==> src/rtl/morse_playback_scheduler.sv <==
// rtl/morse_playback_scheduler.sv - walks the character buffer and times morse tone/gap intervals onto the buzzer
module morse_playback_scheduler #(
  parameter int UNIT_CYCLES = 25_000_000,
  parameter int CNT_W       = 25
) (
  input  logic       clk,
  input  logic       rst,
  input  logic       start,
  input  logic       abort,
  input  logic [3:0] char_count,
  input  logic [1:0] sw_lc,
  input  logic [1:0] sw_sc,
  input  logic       sw_ss,
  input  logic [4:0] code_bits,
  input  logic [2:0] code_len,
  output logic [2:0] char_idx,
  output logic       tone_en,
  output logic       busy,
  output logic       done
);

  typedef enum logic [2:0] {
    S_IDLE,
    S_LOAD,
    S_TONE,
    S_EGAP,
    S_CGAP,
    S_WGAP,
    S_DONE
  } state_t;

  // Terminal values of the cycle counter for normal and double speed.
  localparam logic [CNT_W-1:0] FULL_LAST = CNT_W'(UNIT_CYCLES - 1);
  localparam logic [CNT_W-1:0] HALF_LAST = CNT_W'((UNIT_CYCLES >> 1) - 1);

  state_t           state_q;
  state_t           next_state;
  logic [3:0]       count_q;
  logic [1:0]       lc_q;
  logic [1:0]       sc_q;
  logic             ss_q;
  logic [4:0]       bits_q;
  logic [2:0]       len_q;
  logic [2:0]       elem_q;
  logic [CNT_W-1:0] cyc_q;
  logic [2:0]       units_q;

  logic             unit_tick;
  logic [2:0]       interval_units;
  logic             interval_end;
  logic             last_char;
  logic [3:0]       count_clamped;
  logic [2:0]       len_clamped;

  // Interval timing, char position and input clamping.
  always_comb begin
    unit_tick      = (cyc_q == (ss_q ? HALF_LAST : FULL_LAST));
    interval_units = 3'd1;
    case (state_q)
      S_TONE:  interval_units = bits_q[elem_q] ? ({1'b0, lc_q} + 3'd2) : ({1'b0, sc_q} + 3'd1);
      S_EGAP:  interval_units = 3'd1;
      S_CGAP:  interval_units = 3'd3;
      S_WGAP:  interval_units = 3'd4;
      default: interval_units = 3'd1;
    endcase
    interval_end  = unit_tick && (units_q == interval_units - 3'd1);
    last_char     = ({1'b0, char_idx} == count_q - 4'd1);
    count_clamped = (char_count > 4'd8) ? 4'd8 : char_count;
    len_clamped   = (code_len > 3'd5) ? 3'd5 : code_len;
  end

  // Next-state selection; abort from any active state wins over everything.
  always_comb begin
    next_state = state_q;
    case (state_q)
      S_IDLE: begin
        if (start && !abort) begin
          next_state = (count_clamped == 4'd0) ? S_DONE : S_LOAD;
        end
      end
      S_LOAD: begin
        next_state = (len_clamped == 3'd0) ? S_WGAP : S_TONE;
      end
      S_TONE: begin
        if (interval_end) begin
          if (elem_q == len_q - 3'd1) begin
            next_state = last_char ? S_DONE : S_CGAP;
          end else begin
            next_state = S_EGAP;
          end
        end
      end
      S_EGAP: begin
        if (interval_end) next_state = S_TONE;
      end
      S_CGAP: begin
        if (interval_end) next_state = S_LOAD;
      end
      S_WGAP: begin
        if (interval_end) next_state = last_char ? S_DONE : S_LOAD;
      end
      S_DONE: begin
        next_state = S_IDLE;
      end
      default: next_state = S_IDLE;
    endcase
    if (abort && state_q != S_IDLE) next_state = S_IDLE;
  end

  // State register, registered outputs, timers and playback latches.
  always_ff @(posedge clk) begin
    if (rst) begin
      state_q  <= S_IDLE;
      count_q  <= '0;
      lc_q     <= '0;
      sc_q     <= '0;
      ss_q     <= 1'b0;
      bits_q   <= '0;
      len_q    <= '0;
      elem_q   <= '0;
      cyc_q    <= '0;
      units_q  <= '0;
      char_idx <= '0;
      tone_en  <= 1'b0;
      busy     <= 1'b0;
      done     <= 1'b0;
    end else begin
      state_q <= next_state;
      tone_en <= (next_state == S_TONE);
      busy    <= (next_state != S_IDLE);
      done    <= (next_state == S_DONE);

      if (next_state != state_q || state_q == S_IDLE) begin
        cyc_q   <= '0;
        units_q <= '0;
      end else if (unit_tick) begin
        cyc_q   <= '0;
        units_q <= units_q + 3'd1;
      end else begin
        cyc_q   <= cyc_q + 1'b1;
      end

      if (state_q == S_IDLE && start && !abort) begin
        count_q  <= count_clamped;
        lc_q     <= sw_lc;
        sc_q     <= sw_sc;
        ss_q     <= sw_ss;
        char_idx <= '0;
      end

      if (state_q == S_LOAD) begin
        bits_q <= code_bits;
        len_q  <= len_clamped;
        elem_q <= '0;
      end

      if (state_q == S_EGAP && next_state == S_TONE) begin
        elem_q <= elem_q + 3'd1;
      end

      if ((state_q == S_CGAP || state_q == S_WGAP) && next_state == S_LOAD) begin
        char_idx <= char_idx + 3'd1;
      end

      if (abort && state_q != S_IDLE) begin
        char_idx <= '0;
      end
    end
  end

endmodule

==> config.mk <==
export PLATFORM = sky130hd
export DESIGN_NAME = morse_playback_scheduler
export DESIGN_NICKNAME = d
export VERILOG_FILES = /design/src/rtl/morse_playback_scheduler.sv
export SDC_FILE = /design/constraint.sdc
export NUM_CORES = 1
export LEC_CHECK = 0
export CAP_MARGIN = 20
export CORE_MARGIN = 10
export CORE_UTILIZATION = 55
export CTS_CLUSTER_DIAMETER = 40
export CTS_CLUSTER_SIZE = 28
export DETAILED_ROUTE_END_ITERATION = 7
export GPL_TIMING_DRIVEN = 0
export HOLD_SLACK_MARGIN = 0.15
export PLACE_DENSITY = 0.76
export RECOVER_POWER = 100
export SLEW_MARGIN = 20
export SYNTH_ARGS = -nofsm -noshare
export SYNTH_HDL_FRONTEND = slang
export SYNTH_SLANG_ARGS = --single-unit
==> constraint.sdc <==
create_clock -name clk -period 4.85 [get_ports clk]
set_clock_uncertainty 0.2 [all_clocks]
set_input_delay 0.7275 -clock clk [delete_from_list [all_inputs] [get_ports clk]]
set_output_delay 0.7275 -clock clk [all_outputs]
set_load 0.02 [all_outputs]
# Word-level counts from Yosys, hierarchy flattened

Cells that the tools add are included.

Word-level logic and storage cells: 82
Output and inout port bits: 6
Flip-flop bits (word level): 57
Input port bits: 21

Reductions and logical operators: 20
Equality and inequality tests: 13
Multiplexer cells: 23
$lt $le $gt $ge: 3
$add $sub $neg: 9

Operator list:

| cell                                                                   | count |
|---|---|
| 3-bit two-way mux                                                      | 16 |
| 25-bit by 1-bit adder with 25-bit output (second input constant)       | 1 |
| 25-bit equality test                                                   | 1 |
| 25-bit two-way mux                                                     | 1 |
| 3-bit one-hot mux with 6 select lines                                  | 1 |
| 3-bit by 1-bit adder with 3-bit output (second input constant)         | 3 |
| 3-bit by 2-bit equality test with 1-bit output (second input constant) | 3 |
| 3-bit equality test (second input constant)                            | 3 |
| 3-bit one-hot mux with 3 select lines                                  | 1 |
| 1-bit logical AND                                                      | 7 |
| 3-bit by 1-bit equality test with 1-bit output (second input constant) | 2 |
| 3-bit equality test                                                    | 2 |
| 3-bit zero test                                                        | 2 |
| 3-bit nonzero test                                                     | 2 |
| 3-bit by 1-bit subtractor with 3-bit output (second input constant)    | 2 |
| 3-bit by 4-bit equality test with 1-bit output                         | 1 |
| 4-bit > comparator (second input constant)                             | 1 |
| 4-bit zero test                                                        | 1 |
| 3-bit by 4-bit < comparator with 1-bit output (second input constant)  | 1 |
| 4-bit two-way mux                                                      | 1 |
| 2-bit nonzero test                                                     | 2 |
| 2-bit OR reduction                                                     | 2 |
| 4-bit by 1-bit subtractor with 4-bit output (second input constant)    | 1 |
| 2-bit by 1-bit adder with 3-bit output (second input constant)         | 1 |
| 9 further kinds                                                        | 10 |

# Longest topological paths before layout

Depth after elaboration: 13
Mapped depth: 15
Mapped depth without buffers: 14

# Worst setup path before layout

Ideal clock, no wire load.

Path type: register to register
From: reg elem_q[0]
To: reg cyc_q[10]
Path slack: 0.924 ns
Data required time: 4.529 ns
Period minus slack after synthesis: 3.926 ns
Setup time: 0.121 ns
Stages on the path, launching flop included: 16
Buffers on the path: 1
Arrival time: 3.605 ns
Path through: dfxtp_1 -> mux4_2 -> and2_4 -> nor2_1 -> nand2_1 -> o21ai_0 -> a21oi_1 -> ha_1 -> xnor2_1 -> a2111oi_0 -> o221ai_1 -> a211oi_1 -> o31ai_1 -> o22ai_2 -> buf_2 -> nor3_1

Longest elaborated chain between the ends: 13
Elaborated cells on any way between the ends: 18
Those cells by class: add/sub (1); eq/ne (3); mux (11); reduce/logical (3)

Ends and longest elaborated chain:

| item                                        | RTL line | source |
|---|---|---|
| start, declared                             | 44       | `logic [2:0] elem_q;` |
| start signal, assigned                      | 158      | `elem_q <= elem_q + 3'd1;` |
| 1-bit binary-select mux with 3-bit select   | 60       | `S_TONE: interval_units = bits_q[elem_q] ? ({1'b0, lc_q} + 3'd2) : ({1'b0, sc_q} + 3'd1);` |
| 1-bit two-way mux (not written as such)     | 60       |  |
| 3-bit two-way mux                           | 60       |  |
| 3-bit one-hot mux with 3 select lines       | 59       | `case (state_q)` |
| 3-bit by 1-bit subtractor with 3-bit output | 66       | `interval_end = unit_tick && (units_q == interval_units - 3'd1);` |
| 3-bit equality test                         | 66       |  |
| 1-bit logical AND                           | 66       |  |
| 3-bit two-way mux, on equally long branches | -        |  |
| 3-bit one-hot mux with 6 select lines (*)   | 75       | `case (state_q)` |
| 3-bit two-way mux (*)                       | 107      | `if (abort && state_q != S_IDLE) next_state = S_IDLE;` |
| 3-bit inequality test (*)                   | 133      | `if (next_state != state_q \|\| state_q == S_IDLE) begin` |
| 1-bit logical OR (*)                        | 133      |  |
| 3-bit OR reduction (no source line) (*)     | -        |  |
| end signal, assigned                        | 140      | `cyc_q <= cyc_q + 1'b1;` |
| end, declared                               | 45       | `logic [CNT_W-1:0] cyc_q;` |

Mark *: on every way between the ends. The rest lies on a longest branch, timed or not. The select of a mux whose other input is x is not followed.
A chain may end at the register's enable or synchronous reset.

# Worst setup path after layout

From: reg elem_q[0]
To: reg cyc_q[19]

Same word-level chain as after synthesis.

==> impl_results.md <==
- Fmax: 229.4 MHz
- Layout cells sized above 1: 0.07391
- Hold slack final: 256.3 ps
- Actual transition at the worst max-transition pin: 1059 ps
- Vias/cell: 6.052
- Clock latency on the worst-skew pair: 350 ps
- Most frequent cell after synthesis: dfxtp_1
- Iter 0 DRT Violations: 189
- Synth Instances: 420
- Multi-input logic area: 2117 um^2
- Diode count: 0
- CP startpoint kind: flop
- Vias in the first global route: 3,130
- Drt total wl: 8406 um
- Syn Std Cell Area: 3417 um^2
- CP Data Arrival Time: 4430 ps
- Hold Vio Cnt, Final: 0
- CP required: 4920 ps
- CTS buffer count: 9
- # rows: 28
- VDD IR max: 220.1 uV
- Slew Limit Fails: 0
- H-tree levels: 3
- CP endpoint kind: flop
- Cts repair resizes: 0
- CTS hold repair buffers: 0
- Post-layout instance area: 3979 um^2
- Die Area: 9765 um^2
- WS Path Type: flop to flop
- Crit-path max FO: 10
- Register area: 1141 um^2
- Hpwl dp: 6134 um
- Wire length of the first global-routing pass: 14,500 um
- Flops & latches, synth: 57
- Critical path, cell by cell: mux4_2, and2_4, nor2_1, nand2_1, o21ai_0, a21oi_1, ha_1, xnor2_1, or3_1, and4_1, clkbuf_1, a41oi_2, clkbuf_1, nand3_1, nor3_1
- Synth warn: 0
- CTS max path bufs: 2
- Crit-path most repeated cell: clkbuf_1
- Root Buffer: clkbuf_8
- Share of synthesized registers carrying an async set or reset: 0
- Placer Congestion: 0.8845
- DRT Pass-1 Iters: 5
- Net count after synthesis: 449
- Slew HR: 0.2760
- LEAKAGE: 1.396 nW
- Tcrit/Tclk final: 0.8988
- Clk pin slew, worst setup/hold paths: 60 ps
- Unrepaired setup endpoints after global routing: no
- Nets@finish: 484
- Final setup vio count: 0
- GRT Total Usage: 0.1773
- Post-synthesis cell type count: 60
- Initial antenna violation count: 0
- Number of synthesized flops with an enable pin: 0
- I/O pin cnt: 27
- Largest net degree at the start of global routing: 11
- Starting density of the core: 0.5704
- Status: finished clean
- Synth area leaders: dfxtp_1 (33%), nand3_1 (5.9%), xnor2_1 (5.4%), nand2_1 (5.3%), nor3_1 (5.1%)
- Minimum clock period: 4359 ps
- Post-DRT Antenna Nets: 0
- Seq/Total Area, Yosys: 0.3339
- Synth top area share: 0.3339
- Average wire per standard cell: 15.71 um
- HP Class: flop to flop
- P per Cell Area: 272.3 nW/um^2
- CTS tree: built
- # DRC: 0
- Core Area: 5991 um^2
- Port bufs: 24
- Post-synth top flop: dfxtp_1
- Maxcap violations: 0
- Placement Cell Area: 3751 um^2
- Post-synth top area cell: dfxtp_1
- Top cells by count, synth: dfxtp_1 (57), nand2_1 (48), nand3_1 (40), nor3_1 (35), a21oi_1 (23)
- Setup TNS: 0 ps
- Die width: 98.82 um
- Crit-path slowest cell: mux4_2
- Setup Fix Bufs, Post-CTS: 0
- Clock sinks: 57
- Slowest stage delay, CP: 600 ps
- Avg Synthesized Cell Area: 8.136 um^2
- Die height: 98.82 um
- # fillers: 533
- Via count: 3,238
- Total gr overflow: 0
- Synthesis-to-layout area growth: 16.44%
-- layout by cell type (no fill, tap or decap), types with 6 or more instances in the layout --
| cell | instances |
|---|---|
| a21oi_1 | 23 |
| and3_1 | 8 |
| clkbuf_1 | 17 |
| clkbuf_8 | 11 |
| clkdlybuf4s50_1 | 18 |
| dfxtp_1 | 57 |
| dlygate4sd3_1 | 6 |
| ha_1 | 8 |
| inv_1 | 14 |
| nand2_1 | 48 |
| nand3_1 | 40 |
| nand3b_1 | 7 |
| nor2_1 | 19 |
| nor3_1 | 35 |
| nor3b_1 | 7 |
| o21ai_0 | 10 |
| xnor2_1 | 21 |
| xor2_1 | 13 |
-- per-stage QoR --
| step | util | std cells | worst slack (ps) | power [mW] |
|---|---|---|---|---|
| global placement | 0.6261 | 519 | 162.1 | 0.5845 |
| finish | 0.6642 | 535 | 490.8 | 1.083 |
| detailed placement | 0.6261 | 519 | 159.7 | 0.5873 |
| CTS | 0.6644 | 535 | 128.8 | 1.096 |
| floorplan | - | 420 | 924.1 | 0.5509 |
| global route | 0.6642 | 535 | 76.99 | 1.125 |
-- power by group --
group / switching [mW] / total, mW / internal (mW)
Clock: 0.191 / 0.506 / 0.315
Combinational: 0.0554 / 0.0955 / 0.0400
Sequential: 0.00640 / 0.482 / 0.476
-- worst paths after layout --
kind                    end  cells past startpoint      start  slack, ps
setup / recovery  cyc_q[19]                     15  elem_q[0]        490
hold reg to reg   bits_q[1]                      2  bits_q[1]        260
hold / removal    bits_q[1]                      2  bits_q[1]        260
setup reg to reg  cyc_q[19]                     15  elem_q[0]        490
-- metal layers --
layer  up-vias  track usage  share of wire
met2        97       0.3021           0.49
met4         0      0.09261          0.029
met5         -            0              0
met3        26      0.05028          0.057
li1       1599            -              -
met1      1516       0.1955           0.42
-- worst max-delay path: cells and delay by family, from the launching register on --
family / cells / cell delay [ps]
and+or+nand+nor: 7 / 1350
AOI/OAI and AO/OA: 3 / 640
buffers and inverters: 2 / 630
muxes: 1 / 600
DFF: 1 / 470
adders and majority gates: 1 / 250
xor gates and xnor gates: 1 / 140
-- logic make-up (layout without fill, tap and decap cells) --
logic type / Yosys count / in the layout / share of synthesized area
AOI/OAI and AO/OA: 68 / 68 / 0.1443
xor gates and xnor gates: 35 / 35 / 0.09374
adders and majority gates: 8 / 8 / 0.02929
buffers and inverters: 37 / 77 / 0.04687
DFF: 57 / 57 / 0.3339
muxes: 4 / 4 / 0.01574
and+or+nand+nor: 211 / 211 / 0.3361
-- state kept, by name, summed over array words and instances (netlist names) --
| name | flops |
|---|---|
| bits_q | 5 |
| busy | 1 |
| char_idx | 3 |
| count_q | 4 |
| cyc_q | 25 |
| done | 1 |
| elem_q | 3 |
| lc_q | 2 |
| len_q | 3 |
| sc_q | 2 |
| ss_q | 1 |
| state_q | 3 |
| tone_en | 1 |
| units_q | 3 |
-- layout make-up --
class                   count  share of cell area
inverters                  14             0.01321
well taps                  75             0.02358
clock inverters             5             0.01950
flip-flops and latches     57              0.2868
repair buffers             24             0.06038
multi-input cells         326              0.5321
clock buffers              11             0.03805
plain buffers              23             0.02642
(Power assumes the default switching activity.)
